$ cat src/rtl/mac_accumulator.sv
// mac_accumulator: saturating signed dot-product accumulator with a valid/ready result port
module mac_accumulator #(
  parameter int PROD_W = 32,
  parameter int ACC_W = 40
) (
  input  logic              clk,
  input  logic              rst,
  input  logic              start,
  input  logic [15:0]       len,
  input  logic              prod_valid,
  input  logic [PROD_W-1:0] prod,
  input  logic              res_ready,
  output logic              busy,
  output logic              res_valid,
  output logic [ACC_W-1:0]  res,
  output logic              sat_flag,
  output logic [7:0]        drop_cnt
);
  typedef enum logic [1:0] {IDLE, ACC, DONE} state_t;
  state_t state, state_n;
  logic [ACC_W-1:0] acc, sat_sum;
  logic [ACC_W:0] sum;
  logic [15:0] remaining;
  logic ovf;
  // one guard bit: overflow shows as disagreement between the top two sum bits
  always_comb begin
    sum = {acc[ACC_W-1], acc} + {{(ACC_W+1-PROD_W){prod[PROD_W-1]}}, prod};
    ovf = sum[ACC_W] ^ sum[ACC_W-1];
    sat_sum = !ovf ? sum[ACC_W-1:0] :
              sum[ACC_W] ? {1'b1, {(ACC_W-1){1'b0}}} : {1'b0, {(ACC_W-1){1'b1}}};
  end
  always_comb begin
    state_n = state;
    case (state)
      IDLE: state_n = start ? (len != 16'd0 ? ACC : DONE) : IDLE;
      ACC: state_n = (prod_valid && remaining == 16'd1) ? DONE : ACC;
      DONE: state_n = res_ready ? IDLE : DONE;
      default: state_n = IDLE;
    endcase
  end
  always_ff @(posedge clk) begin
    if (rst) begin
      state <= IDLE;
      acc <= '0;
      remaining <= '0;
      res <= '0;
      sat_flag <= 1'b0;
      drop_cnt <= '0;
    end else begin
      state <= state_n;
      if (state != ACC && prod_valid && drop_cnt != 8'hff) drop_cnt <= drop_cnt + 8'd1;
      if (state == IDLE && start) begin
        acc <= '0;
        sat_flag <= 1'b0;
        remaining <= len;
        if (len == 16'd0) res <= '0;
      end
      if (state == ACC && prod_valid) begin
        acc <= sat_sum;
        remaining <= remaining - 16'd1;
        if (ovf) sat_flag <= 1'b1;
        if (remaining == 16'd1) res <= sat_sum;
      end
    end
  end
  assign busy = state != IDLE;
  assign res_valid = state == DONE;
endmodule

$ cat config.mk
export PLATFORM = sky130hd
export DESIGN_NAME = mac_accumulator
export DESIGN_NICKNAME = d
export VERILOG_FILES = /design/src/rtl/mac_accumulator.sv
export SDC_FILE = /design/constraint.sdc
export NUM_CORES = 1
export LEC_CHECK = 0
export CORE_ASPECT_RATIO = 0.6
export CORE_MARGIN = 1.5
export CORE_UTILIZATION = 47
export CTS_BUF_LIST = sky130_fd_sc_hd__clkbuf_8
export DETAILED_ROUTE_END_ITERATION = 10
export PLACE_DENSITY = 0.77
export SYNTH_ARGS = -nofsm -noshare
export SYNTH_HDL_FRONTEND = slang
export SYNTH_SLANG_ARGS = --single-unit
$ cat constraint.sdc
create_clock -name clk -period 6.5 [get_ports clk]
set_input_delay 0.975 -clock clk [delete_from_list [all_inputs] [get_ports clk]]
set_output_delay 0.975 -clock clk [all_outputs]
set_load 0.02 [all_outputs]
==> impl_metrics.toml <==
[sta]
fin_tns_setup_ns = 0
slew_headroom_pct = 39.2
worstMarginPinSlew_ns = 0.911
drv_slew = 0
clock_skew_ns = 0.0152
hold_violations = 0
fmax_ghz = 0.231
period_share_pct = 66.7
setup_viol = 0
period_minus_slack_ns = 4.34
rsz0062_at_grt = "false"

[logic_synthesis]
ys.flop_type = "dfxtp_1"
ys_seq_elements = 107
ys_seq_area_share_pct = 33.2
async_reset_ff_share_pct = 0
syn_inst = 778
yosys.area.top_type = "dfxtp_1"
synth-edff-count = 0
synth_common_cells = "107 x dfxtp_1, 101 x nand2_1, 76 x a21oi_1"
post-synth-top-count-cell = "dfxtp_1"
synth_cell_type_count = 71
ys_top_cells_by_area = "dfxtp_1 33%, ha_1 8.3%, a21oi_1 5.9%"
synth-warning-count = 0
synth_area_sq_um = 6450
syn-num-nets = 875
syn_avg_cell_area_sq_um = 8.29
post-synth-top-area-fraction_pct = 33.2

[clock_tree]
cts.sinks = 107
post_cts_buffers = 0
cts_root_buffer = "clkbuf_8"
clockBufferDepth = 2
path_clk_slew_ns = 0.11
postCtsHoldBufs = 0
cts_max_level = 3
ctsResizeCount = 0
cts_made_buffers = 9
cts_tree = "done"
insertion_delay_ns = 0.39

[place]
gp_congestion = 0.923
hpwl_microns = 14700
numPortBuffers = 103
place_inst = 1017
place_area_sq_um = 7520

[min_path]
min_path_type = "flop to flop"
holdPathStages = 2
min_to = "res[6]"
min-delay-start = "res[6]"

[worst_setup_path]
setup.worst_path.end_class = "flop"
reg2reg_slack_ns = 2.85
reg2regPathDepth = 10
critPathRequiredTime_ns = 6.83
worst-endpoint-arrival_ns = 4.66
crit_path_start_kind = "input port"
rr_startpoint = "acc[12]"
critical_path.max_fanout = 12
r2r_end = "res[36]"
critical_path_class = "input port to flop"

[grt]
grt_use_met1_pct = 44.1
overflow = 0
grt_usage_pct = 26.8
grt.met3_usage_pct = 7.15
grt_busiest_layer = "met1"
grt_pass1_wl_microns = 30400
grt_pass1_vias = 5508
grt_antenna_before_repair = 0
grt_use_met2_pct = 33.6
grt_max_degree = 34

[route]
drt_iter0_markers = 845
wl_microns = 19200
via_count = 6285
routedWlPerCell_microns = 18.6
viasPerCell = 6.08
drc = 0
drt-pass1-iter-count = 6
drtAntennaViolNets = 0

[die]
num_rows = 32
fp.dieW_microns = 154
die-area_sq_um = 14500
pin_count = 104
die_h_microns = 93.8
start_util_pct = 49.1
core_area_sq_um = 13100

[pwr]
pwr-share-comb_pct = 23.5
p_per_area_nw_per_um2 = 189
switchingPower_w = 0.000488
finalPower_w = 0.00146
power_leakage_nw = 3.05
ir_drop_v = 0.000139
pwr-share-seq_pct = 47.8
switching_share_pct = 33.3
clkPwrFrac_pct = 28.6
internal_power_w = 0.000975

[finish]
n_fill_cell = 1188
final_nets = 955
syn_to_final_growth_pct = 19.7
final-instance-count-excl-fill = 1033
diodes = 0
fin_area_sq_um = 7720
layout-drive-gt1-share_pct = 6.49
final_core_util_pct = 58.8

[outcome]
status = "finished, final reports clean"

[run]
cap_violations = 0
==> layer usage <==
metal  vias up  wire [microns]
li1       3052               -
met1      2917           10200
met2       308            6850
met3         8            2050
met4         0              85
met5         -               0
==> logic make-up after synthesis <==
logic type,count (synthesis),synth area share (%)
AOI/OAI and AO/OA,266,28.5
xor gates and xnor gates,41,5.57
adders and majority gates,44,8.65
buffers and inverters,57,4.36
DFF,107,33.2
muxes,3,0.524
and+or+nand+nor,260,19.2
==> registers in the layout (all words and copies together) (netlist names) <==
signal     count
remaining     16
state          2
sat_flag       1
acc           40
drop_cnt       8
res           40
==> how the worst max path moves through the flow <==
stage	startpoint	endpoint	depth (start not counted)
after global routing	prod[0]	res[36]	13
after CTS	prod[0]	res[36]	13
after detailed placement	prod[0]	res[36]	13
after global placement	prod[0]	res[36]	13
final	prod[0]	res[36]	13
after floorplan	prod[0]	res[38]	12
==> per-stage QoR <==
step                      setup WS, ns  hold slack (ns)
after global placement            1.88            0.440
after detailed placement          1.85            0.447
after CTS                         2.23            0.479
after floorplan                   3.03            0.429
after global routing              1.96            0.503
final                             2.16            0.471
==> power by group through the flow <==
stage / clock network [W] / logic [W] / registers [W]
floorplan: 0 / 0.000223 / 0.000710
global placement: 0 / 0.000333 / 0.000713
detailed placement: 0 / 0.000333 / 0.000714
CTS: 0.000424 / 0.000335 / 0.000699
global route: 0.000455 / 0.000374 / 0.000703
finish: 0.000419 / 0.000344 / 0.000700
==> area by class of cell <==
cell class	instances	area (sq um)	share of cell area [%]
multi-input combinational	614	4030	52.2
clock inverter	6	65.1	0.842
clock buffer	10	138	1.78
inverter	19	71.3	0.923
tap	170	213	2.75
timing repair buffer	107	1060	13.7
sequential	107	2140	27.7
==> critical path, stage by stage <==
cell	delay (ns)
clkdlybuf4s50_1	0.47
ha_1	0.19
inv_1	0.06
fa_1	0.37
nand2b_1	0.19
a21oi_1	0.32
o31ai_1	0.17
nand3_2	0.13
a31oi_1	0.18
o31a_2	0.41
a21o_1	0.26
nor2_1	0.67
a221o_2	0.26
==> layout by cell type, fill, tap and decap left out, types with 11 or more instances in the layout <==
| master | netlist | routed |
|---|---|---|
| a221o_2 | 18 | 18 |
| a21oi_1 | 76 | 76 |
| nand4_1 | 11 | 11 |
| xor2_1 | 15 | 15 |
| inv_1 | 19 | 19 |
| o21ai_0 | 50 | 50 |
| a221o_1 | 14 | 14 |
| a22o_1 | 11 | 11 |
| o211ai_1 | 25 | 25 |
| nand2_1 | 101 | 101 |
| nor2_1 | 67 | 66 |
| clkdlybuf4s50_1 | 0 | 103 |
| ha_1 | 43 | 43 |
| xnor2_1 | 26 | 26 |
| dfxtp_1 | 107 | 107 |
| nand3_1 | 19 | 19 |
(Power assumes the default switching activity.)
